===== src/rtl/cw305_usb_bus_decoder_pkg.sv =====
// Shared types for the CW305 USB bus decoder: FSM state encoding, read latency
// and saturating-increment helpers used by the optional statistics counters.
package cw305_usb_bus_decoder_pkg;

    typedef enum logic [2:0] {
        ST_IDLE       = 3'd0,
        ST_RD_ISSUE   = 3'd1,
        ST_RD_CAPTURE = 3'd2,
        ST_RD_HOLD    = 3'd3,
        ST_WR_WAIT    = 3'd4
    } busState_e;

    // Cycles from the rdn pin falling to usb_dout carrying the register byte.
    localparam int unsigned READ_LATENCY = 4;

    function automatic logic [15:0] satInc16(input logic [15:0] value);
        return (value == 16'hFFFF) ? value : value + 16'd1;
    endfunction

    function automatic logic [7:0] satInc8(input logic [7:0] value);
        return (value == 8'hFF) ? value : value + 8'd1;
    endfunction

endpackage


===== src/rtl/cw305_usb_bus_decoder_strobe_edge.sv =====
// One active-low bus strobe: input register, one-cycle delay and edge detect.
// Both stages reset to 1 so that the strobe reads as idle after reset.
module usb_strobe_edge (
    input  logic usb_clk,
    input  logic reset_i,
    input  logic pin_i,
    output logic level_o,
    output logic fall_o,
    output logic rise_o
);

    logic level_q;
    logic delay_q;

    always_ff @(posedge usb_clk) begin
        if (reset_i) begin
            level_q <= 1'b1;
            delay_q <= 1'b1;
        end else begin
            level_q <= pin_i;
            delay_q <= level_q;
        end
    end

    assign level_o = level_q;
    assign fall_o  = delay_q & ~level_q;
    assign rise_o  = ~delay_q & level_q;

endmodule


===== src/rtl/cw305_usb_bus_decoder.sv =====
// SAM3U external-bus front end for the CW305 register block.
// Define CW305_USB_FE_STATS_EN to add saturating read/write/error counters.
module cw305_usb_bus_decoder
    import cw305_usb_bus_decoder_pkg::*;
#(
    parameter int pADDR_WIDTH   = 21,
    parameter int pBYTECNT_SIZE = 7
) (
    input  logic                                 usb_clk,
    input  logic                                 reset_i,
    input  logic [pADDR_WIDTH-1:0]               usb_addr,
    input  logic [7:0]                           usb_din,
    output logic [7:0]                           usb_dout,
    output logic                                 usb_isout,
    input  logic                                 usb_rdn,
    input  logic                                 usb_wrn,
    input  logic                                 usb_cen,
    output logic [pADDR_WIDTH-pBYTECNT_SIZE-1:0] reg_address,
    output logic [pBYTECNT_SIZE-1:0]             reg_bytecnt,
    output logic [7:0]                           write_data,
    input  logic [7:0]                           read_data,
    output logic                                 reg_read,
    output logic                                 reg_write,
    output logic                                 reg_addrvalid
`ifdef CW305_USB_FE_STATS_EN
    ,
    output logic [15:0]                          stat_rd_cnt,
    output logic [15:0]                          stat_wr_cnt,
    output logic [7:0]                           stat_err_cnt
`endif
);

    busState_e state_q, state_d;

    logic [pADDR_WIDTH-1:0]               addrSync_q;
    logic [7:0]                           dinSync_q;
    logic                                 cenSync_q;
    logic [pADDR_WIDTH-pBYTECNT_SIZE-1:0] regAddress_q;
    logic [pBYTECNT_SIZE-1:0]             regBytecnt_q;
    logic [7:0]                           writeData_q;
    logic [7:0]                           usbDout_q;
    logic                                 usbIsout_q;
    logic                                 regWrite_q;

    logic rdnLevel, rdnFall, rdnRise;
    logic wrnLevel, wrnFall, wrnRise;
    logic bothLow, protoErr, readRelease, writeCommit, writeAbort, latchAddr;

    usb_strobe_edge uRdnEdge (
        .usb_clk (usb_clk),
        .reset_i (reset_i),
        .pin_i   (usb_rdn),
        .level_o (rdnLevel),
        .fall_o  (rdnFall),
        .rise_o  (rdnRise)
    );

    usb_strobe_edge uWrnEdge (
        .usb_clk (usb_clk),
        .reset_i (reset_i),
        .pin_i   (usb_wrn),
        .level_o (wrnLevel),
        .fall_o  (wrnFall),
        .rise_o  (wrnRise)
    );

    always_ff @(posedge usb_clk) begin
        if (reset_i) begin
            addrSync_q <= '0;
            dinSync_q  <= '0;
            cenSync_q  <= 1'b1;
        end else begin
            addrSync_q <= usb_addr;
            dinSync_q  <= usb_din;
            cenSync_q  <= usb_cen;
        end
    end

    // Overlapping strobes are a host fault; they never start a transaction.
    assign bothLow     = ~rdnLevel & ~wrnLevel;
    assign protoErr    = (state_q == ST_IDLE) & bothLow & (rdnFall | wrnFall);
    assign readRelease = (state_q == ST_RD_HOLD) & (rdnRise | rdnLevel | cenSync_q);
    assign writeCommit = (state_q == ST_WR_WAIT) & wrnRise;
    assign writeAbort  = (state_q == ST_WR_WAIT) & ~wrnRise & cenSync_q;

    always_ff @(posedge usb_clk) begin
        if (reset_i) begin
            state_q <= ST_IDLE;
        end else begin
            state_q <= state_d;
        end
    end

    always_comb begin
        state_d = state_q;
        unique case (state_q)
            ST_IDLE: begin
                if (bothLow) begin
                    state_d = ST_IDLE;
                end else if (!cenSync_q && rdnFall) begin
                    state_d = ST_RD_ISSUE;
                end else if (!cenSync_q && wrnFall) begin
                    state_d = ST_WR_WAIT;
                end
            end
            ST_RD_ISSUE:   state_d = ST_RD_CAPTURE;
            ST_RD_CAPTURE: state_d = ST_RD_HOLD;
            ST_RD_HOLD:    if (readRelease) state_d = ST_IDLE;
            ST_WR_WAIT:    if (writeCommit || writeAbort) state_d = ST_IDLE;
            default:       state_d = ST_IDLE;
        endcase
    end

    // reg_addrvalid also spans the write-commit cycle, which lands after IDLE is re-entered.
    always_comb begin
        reg_read      = (state_q == ST_RD_ISSUE);
        reg_addrvalid = (state_q != ST_IDLE) | regWrite_q;
        latchAddr     = (state_q == ST_IDLE) & (state_d != ST_IDLE);
    end

    always_ff @(posedge usb_clk) begin
        if (reset_i) begin
            regAddress_q <= '0;
            regBytecnt_q <= '0;
            writeData_q  <= '0;
            usbDout_q    <= '0;
            usbIsout_q   <= 1'b0;
            regWrite_q   <= 1'b0;
        end else begin
            regWrite_q <= 1'b0;
            if (latchAddr) begin
                regAddress_q <= addrSync_q[pADDR_WIDTH-1:pBYTECNT_SIZE];
                regBytecnt_q <= addrSync_q[pBYTECNT_SIZE-1:0];
            end
            if (state_q == ST_RD_CAPTURE) begin
                usbDout_q  <= read_data;
                usbIsout_q <= 1'b1;
            end
            if (readRelease) begin
                usbIsout_q <= 1'b0;
            end
            if (writeCommit) begin
                writeData_q <= dinSync_q;
                regWrite_q  <= 1'b1;
            end
        end
    end

    assign reg_address = regAddress_q;
    assign reg_bytecnt = regBytecnt_q;
    assign write_data  = writeData_q;
    assign usb_dout    = usbDout_q;
    assign usb_isout   = usbIsout_q;
    assign reg_write   = regWrite_q;

`ifdef CW305_USB_FE_STATS_EN
    logic [15:0] statRdCnt_q;
    logic [15:0] statWrCnt_q;
    logic [7:0]  statErrCnt_q;

    always_ff @(posedge usb_clk) begin
        if (reset_i) begin
            statRdCnt_q  <= '0;
            statWrCnt_q  <= '0;
            statErrCnt_q <= '0;
        end else begin
            if (readRelease) statRdCnt_q <= satInc16(statRdCnt_q);
            if (writeCommit) statWrCnt_q <= satInc16(statWrCnt_q);
            if (protoErr || writeAbort) statErrCnt_q <= satInc8(statErrCnt_q);
        end
    end

    assign stat_rd_cnt  = statRdCnt_q;
    assign stat_wr_cnt  = statWrCnt_q;
    assign stat_err_cnt = statErrCnt_q;
`endif

endmodule


===== config.mk =====
export PLATFORM = sky130hd
export DESIGN_NAME = cw305_usb_bus_decoder
export DESIGN_NICKNAME = d
export VERILOG_FILES = /design/src/rtl/cw305_usb_bus_decoder_pkg.sv /design/src/rtl/cw305_usb_bus_decoder_strobe_edge.sv /design/src/rtl/cw305_usb_bus_decoder.sv
export SDC_FILE = /design/constraint.sdc
export NUM_CORES = 1
export LEC_CHECK = 0
export ABC_AREA = 0
export CAP_MARGIN = 15
export CORE_MARGIN = 4
export CORE_UTILIZATION = 45
export CTS_CLUSTER_DIAMETER = 30
export DETAILED_ROUTE_END_ITERATION = 6
export PLACE_DENSITY = 0.79
export SLEW_MARGIN = 20
export SYNTH_ARGS = -nofsm -noshare
export SYNTH_HDL_FRONTEND = slang
export SYNTH_SLANG_ARGS = --single-unit

===== constraint.sdc =====
create_clock -name usb_clk -period 2.1 [get_ports usb_clk]
set_input_delay 0.315 -clock usb_clk [delete_from_list [all_inputs] [get_ports usb_clk]]
set_output_delay 0.315 -clock usb_clk [all_outputs]
set_load 0.005 [all_outputs]

# After elaboration in Yosys (flattened, before gate mapping)
# Index checks and enable logic that the tools add are counted.
# op_classes
n_mux	7
n_eq_ne	4
n_bitwise	18
n_reduce_logical	8
# ops
op	n
2-to-1 mux 3 bit	5
one-hot mux 3 bit (5 select lines)	1
bitwise AND 1 bit	10
== test 3 x 2 -> 1 bit, second input constant	2
nonzero test 3 bit	2
inverter 1 bit	5
== test 3 x 1 -> 1 bit, second input constant	1
== test 3 bit, second input constant	1
logical NOT 3 bit	1
OR 1 bit	3
logical AND 1 bit	2
OR reduction 2 bit	1
logical NOT 1 bit	1
logical OR 1 bit	1
2-to-1 mux 1 bit	1
# totals
out_inout_bits	41
inputBits	42
wordCells	51
reg_bits	76

# Logic depth before layout (Yosys ltp)
# logic_depth
ltp_word	10
ltp_mapped	6
mapped_depth_nobuf	4

# Cells and area by module
# From an unflattened synthesis, not the netlist that was laid out.
# unflattened
hier_cells	257
hier_area_um2	2705.1
# modules_own_cells
mod	seq_area_each_um2	n_inst	cells_each	area_each_um2
cw305_usb_bus_decoder	1441.4	1	245	2572.5
usb_strobe_edge	40.0	2	6	66.3

# Worst setup path after synthesis
# OpenSTA, ideal clock, no wires.
# synth_path
path_kind	reg2reg
startpoint	register state_q[0]
endpoint	register regAddress_q[10] (netlist: reg_address[10])
period_less_slack_ns	1.682
setup_slack_ns	0.418
setup_ns	0.128
arrival_time_ns	1.555
path_buffers	2
required_time_ns	1.972
stages_incl_launch_ff	7
path_cell_list	dfxtp_1 -> buf_6 -> or4_4 -> a41oi_4 -> buf_6 -> mux2i_1 -> nor2_1
# synth_between
elab_chain_cells	8
elab_cells_between_ends	18
classes_between	4 x eq/ne; 6 x mux; 5 x bitwise; 3 x reduce/logical
# synth_rtl
item	line	text
from (decl)	cw305_usb_bus_decoder.sv:33	busState_e state_q, state_d;
from (signal assigned)	cw305_usb_bus_decoder.sv:90	state_q <= state_d;
== test 3 bit	cw305_usb_bus_decoder.sv:83, cw305_usb_bus_decoder.sv:84, cw305_usb_bus_decoder.sv:96	
bitwise AND 1 bit (2 in a row)	cw305_usb_bus_decoder.sv:84	assign writeAbort = (state_q == ST_WR_WAIT) & ~wrnRise & cenSync_q;
logical OR 1 bit	cw305_usb_bus_decoder.sv:109	ST_WR_WAIT: if (writeCommit || writeAbort) state_d = ST_IDLE;
2-to-1 mux 3 bit	cw305_usb_bus_decoder.sv:109	
one-hot mux 3 bit (5 select lines)	cw305_usb_bus_decoder.sv:96	unique case (state_q)
nonzero test 3 bit	cw305_usb_bus_decoder.sv:118	latchAddr = (state_q == ST_IDLE) & (state_d != ST_IDLE);
bitwise AND 1 bit (*)	cw305_usb_bus_decoder.sv:118	
to (signal assigned)	cw305_usb_bus_decoder.sv:132	regAddress_q <= addrSync_q[pADDR_WIDTH-1:pBYTECNT_SIZE];
to (decl)	cw305_usb_bus_decoder.sv:38	logic [pADDR_WIDTH-pBYTECNT_SIZE-1:0] regAddress_q;
# Mark *: on every way between the ends. The rest lies on a longest branch, timed or not.
# A chain may end at the register's enable or synchronous reset.

# Worst setup path in the final report
# layout_path
startpoint	register state_q[0]
endpoint	output port reg_read
# layout_between
elab_chain_cells	1
# layout_rtl
item	line	text
== test 3 x 1 -> 1 bit	cw305_usb_bus_decoder.sv:116	reg_read = (state_q == ST_RD_ISSUE);
to (decl)	cw305_usb_bus_decoder.sv:22	output logic reg_read,
# No other way between the ends.

==> impl_metrics.prom <==
# TYPE chip_impl_metric gauge
chip_impl_info{name="status",value="finished clean"} 1
chip_impl_metric{name="gpl_wtd_cong",unit=""} 0.804
chip_impl_metric{name="io-pin-count",unit=""} 83
chip_impl_metric{name="first_global_vias",unit=""} 1774
chip_impl_metric{name="cap_viol_max_count",unit=""} 0
chip_impl_metric{name="arr_time_crit_path",unit="ns"} 1.57
chip_impl_metric{name="layout-drive-gt1-share",unit="%"} 9.24
chip_impl_metric{name="post_detailed_route_via_to_cell_ratio",unit=""} 4.59
chip_impl_metric{name="die_y",unit="µm"} 82.4
chip_impl_metric{name="max-vdd-ir-drop",unit="V"} 0.000454
chip_impl_metric{name="timing.reg2reg.worst_path_depth",unit=""} 5
chip_impl_metric{name="initial_utilization",unit="%"} 47.6
chip_impl_info{name="critical_path.reg2reg.startpoint",value="state_q[1]"} 1
chip_impl_metric{name="htree_num_levels",unit=""} 3
chip_impl_metric{name="critical_path.max_fanout",unit=""} 6
chip_impl_info{name="regToRegEndpoint",value="reg_address[10]"} 1
chip_impl_metric{name="post_synth_top_area_share",unit="%"} 61.0
chip_impl_metric{name="cts-buffers-inserted",unit=""} 9
chip_impl_metric{name="synth_warnings",unit=""} 0
chip_impl_metric{name="syn_nets",unit=""} 267
chip_impl_metric{name="grtUsageTotal",unit="%"} 15.5
chip_impl_info{name="worstSetupStartpointType",value="register"} 1
chip_impl_metric{name="critPathRequiredTime",unit="ns"} 1.78
chip_impl_metric{name="cts_sinks",unit=""} 76
chip_impl_metric{name="timing.clock.skew",unit="ns"} 0.00562
chip_impl_metric{name="cts_setup_buffers",unit=""} 0
chip_impl_metric{name="grt_start_max_net_pins",unit=""} 42
chip_impl_metric{name="hold_violations",unit=""} 0
chip_impl_metric{name="final_nets",unit=""} 351
chip_impl_metric{name="cpPeakStageDelay",unit="ns"} 0.55
chip_impl_info{name="clk_root_buffer_cell",value="clkbuf_8"} 1
chip_impl_info{name="most-common-layout-cells",value="clkdlybuf4s50_1 (81), dfxtp_1 (76), nor2_1 (43)"} 1
chip_impl_info{name="rsz_0062_raised_after_global_routing",value="no"} 1
chip_impl_metric{name="relSlewSlack",unit="%"} 59.4
chip_impl_metric{name="antenna_diode_count",unit=""} 0
chip_impl_metric{name="detailroute.via_count",unit=""} 1761
chip_impl_info{name="min_path_type",value="reg -> reg"} 1
chip_impl_metric{name="setup_violators_final",unit=""} 0
chip_impl_metric{name="post-route-period-util",unit="%"} 89.9
chip_impl_metric{name="post-dp-hpwl",unit="µm"} 3390
chip_impl_metric{name="grt_residual_overflow",unit=""} 0
chip_impl_metric{name="coreArea",unit="µm²"} 5240
chip_impl_metric{name="drt_iter0_drc",unit=""} 55
chip_impl_metric{name="clock_edge_transition_at_the_registers_on_the_reported_setup_and_hold_paths",unit="ns"} 0.08
chip_impl_info{name="slowest_stage",value="clkdlybuf4s50_1"} 1
chip_impl_metric{name="io_buffer_count",unit=""} 82
chip_impl_metric{name="detailedRoute.firstPassIterationCount",unit=""} 7
chip_impl_metric{name="hold_ws",unit="ns"} 0.460
chip_impl_metric{name="wire_length_after_detailed_routing",unit="µm"} 4850
chip_impl_metric{name="clkLatencyLatePin",unit="ns"} 0.34
chip_impl_metric{name="post_cts_resize_count",unit=""} 0
chip_impl_metric{name="area_of_the_die",unit="µm²"} 6790
chip_impl_metric{name="transition_time_of_the_tightest_slew_check_pin",unit="ns"} 0.609
chip_impl_info{name="netlist.top_cell.by_area",value="dfxtp_1"} 1
chip_impl_info{name="tritoncts",value="done"} 1
chip_impl_info{name="crit_start",value="state_q[0]"} 1
chip_impl_metric{name="post_synth_inst_count",unit=""} 225
chip_impl_info{name="kind_of_end_point_of_the_critical_path",value="primary output"} 1
chip_impl_metric{name="static-leakage-power",unit="nW"} 1.36
chip_impl_metric{name="timing.reg2reg.setup_slack",unit="ns"} 0.26
chip_impl_metric{name="antenna_found_initial",unit=""} 0
chip_impl_info{name="cell_chain_critical_path",value="nor3b_1 > clkdlybuf4s50_1"} 1
chip_impl_metric{name="routedWlPerCell",unit="µm"} 12.6
chip_impl_metric{name="layout_min_cycle_time",unit="ns"} 1.89
chip_impl_metric{name="postRouteAntennaNets",unit=""} 0
chip_impl_metric{name="finalSetupTns",unit="ns"} 0
chip_impl_metric{name="syn-cell-area",unit="µm²"} 2490
chip_impl_metric{name="holdBufCountCts",unit=""} 0
chip_impl_metric{name="postSynthAreaPerCell",unit="µm²"} 11.1
chip_impl_metric{name="postSynthRegisterBits",unit=""} 76
chip_impl_info{name="crit_path_end",value="reg_read"} 1
chip_impl_metric{name="buffer_depth_of_the_longest_clock_path",unit=""} 2
chip_impl_metric{name="area.growth.synth_to_final",unit="%"} 43.5
chip_impl_metric{name="floorplan.rows",unit=""} 26
chip_impl_metric{name="grt_first_pass_wirelength",unit="µm"} 7690
chip_impl_metric{name="die_width",unit="µm"} 82.4
chip_impl_metric{name="drc",unit=""} 0
chip_impl_metric{name="synth-seq-area-share",unit="%"} 61.0
chip_impl_metric{name="powerDensity",unit="nW/µm²"} 797
chip_impl_metric{name="drv_slew",unit=""} 0
chip_impl_info{name="layout.cells.most_common",value="clkdlybuf4s50_1"} 1
chip_impl_info{name="synth_area_leaders",value="dfxtp_1 (61%), mux2i_1 (15%), nor2b_1 (7.3%)"} 1
chip_impl_info{name="critical_setup_path_kind",value="reg -> out"} 1
chip_impl_metric{name="fmax",unit="MHz"} 530
chip_impl_metric{name="synth.distinct_cells",unit=""} 24
[stage by stage]
step / cells / total power [mW] / setup slack, ns / area, µm² / utilization, %
after floorplan: 225 / 1.63 / 0.418 / 2490 / -
after global placement: 368 / 1.74 / 0.329 / 3370 / 64.3
after detailed placement: 368 / 1.75 / 0.250 / 3370 / 64.3
after CTS: 384 / 2.90 / 0.189 / 3580 / 68.3
after global routing: 384 / 2.97 / 0.0924 / 3580 / 68.3
final: 384 / 2.85 / 0.213 / 3580 / 68.3
[how the worst min path moves through the flow]
stage	startpoint	to	cells past startpoint
3_5_place_dp	dinSync_q[0]	write_data[0]	2
2_1_floorplan	usb_cen	cenSync_q	1
5_1_grt	addrSync_q[4]	reg_bytecnt[4]	2
4_1_cts	reset_i	reg_bytecnt[4]	2
6_report	dinSync_q[3]	write_data[3]	2
3_3_place_gp	addrSync_q[10]	reg_address[3]	2
[sequential cells by signal (all words and copies together), names as in the netlist]
signal,count
usb_isout,1
addrSync_q,21
reg_address,14
uRdnEdge.delay_q,1
uRdnEdge.level_o,1
usb_dout,8
write_data,8
cenSync_q,1
state_q,3
dinSync_q,8
reg_write,1
uWrnEdge.delay_q,1
uWrnEdge.level_o,1
reg_bytecnt,7
[critical path, delay by kind of cell, from the launching register on]
kind	cells	cell delay, ns
buffers and inverters	1	0.55
DFF	1	0.42
and+or+nand+nor	1	0.27
[kinds of logic (layout without fill, tap and decap cells)]
logic type	after synthesis	count (layout)	share of synthesized area [%]
compound gates	6	6	2.26
mux	37	37	14.9
simple gates	92	92	18.8
flops	76	76	61.0
buf+inv	14	103	3.06
[cells in the mapped netlist]
cell      count
nor3b_1       1
o21ai_0       1
a21oi_1       2
or2_2         5
nor3_1        1
nand2_1       4
or4_4         1
nand3b_1      2
dfxtp_1      76
buf_2         1
o21bai_1      1
nand4b_1      1
buf_6         3
clkbuf_1      8
nor2_1       43
nand2b_1      2
nor4_1        2
buf_1         1
a31oi_1       1
a41oi_4       1
nor2b_1      29
mux2i_1      37
nor2_2        1
inv_1         1
[layout make-up]
type,instances,area (µm²)
Clock inverter,5,58.8
Clock buffer,11,151
Multi-Input combinational cell,135,895
Timing Repair Buffer,86,858
Tap cell,70,87.6
Inverter,1,3.75
Fill cell,394,1660
Sequential cell,76,1520
[report_power, final]
| group | switching [mW] | internal [mW] |
|---|---|---|
| combinational | 0.0707 | 0.135 |
| sequential | 0.0211 | 1.49 |
| clock | 0.519 | 0.616 |
| total | 0.611 | 2.24 |
[routing by layer]
metal	GRT usage [%]	up-vias	part of all wire (%)
li1	-	892	-
met1	16.4	809	44
met2	26.1	55	47
met3	4.99	5	7.9
met4	10.5	0	1.3
met5	0	-	0
(Power assumes the default switching activity.)
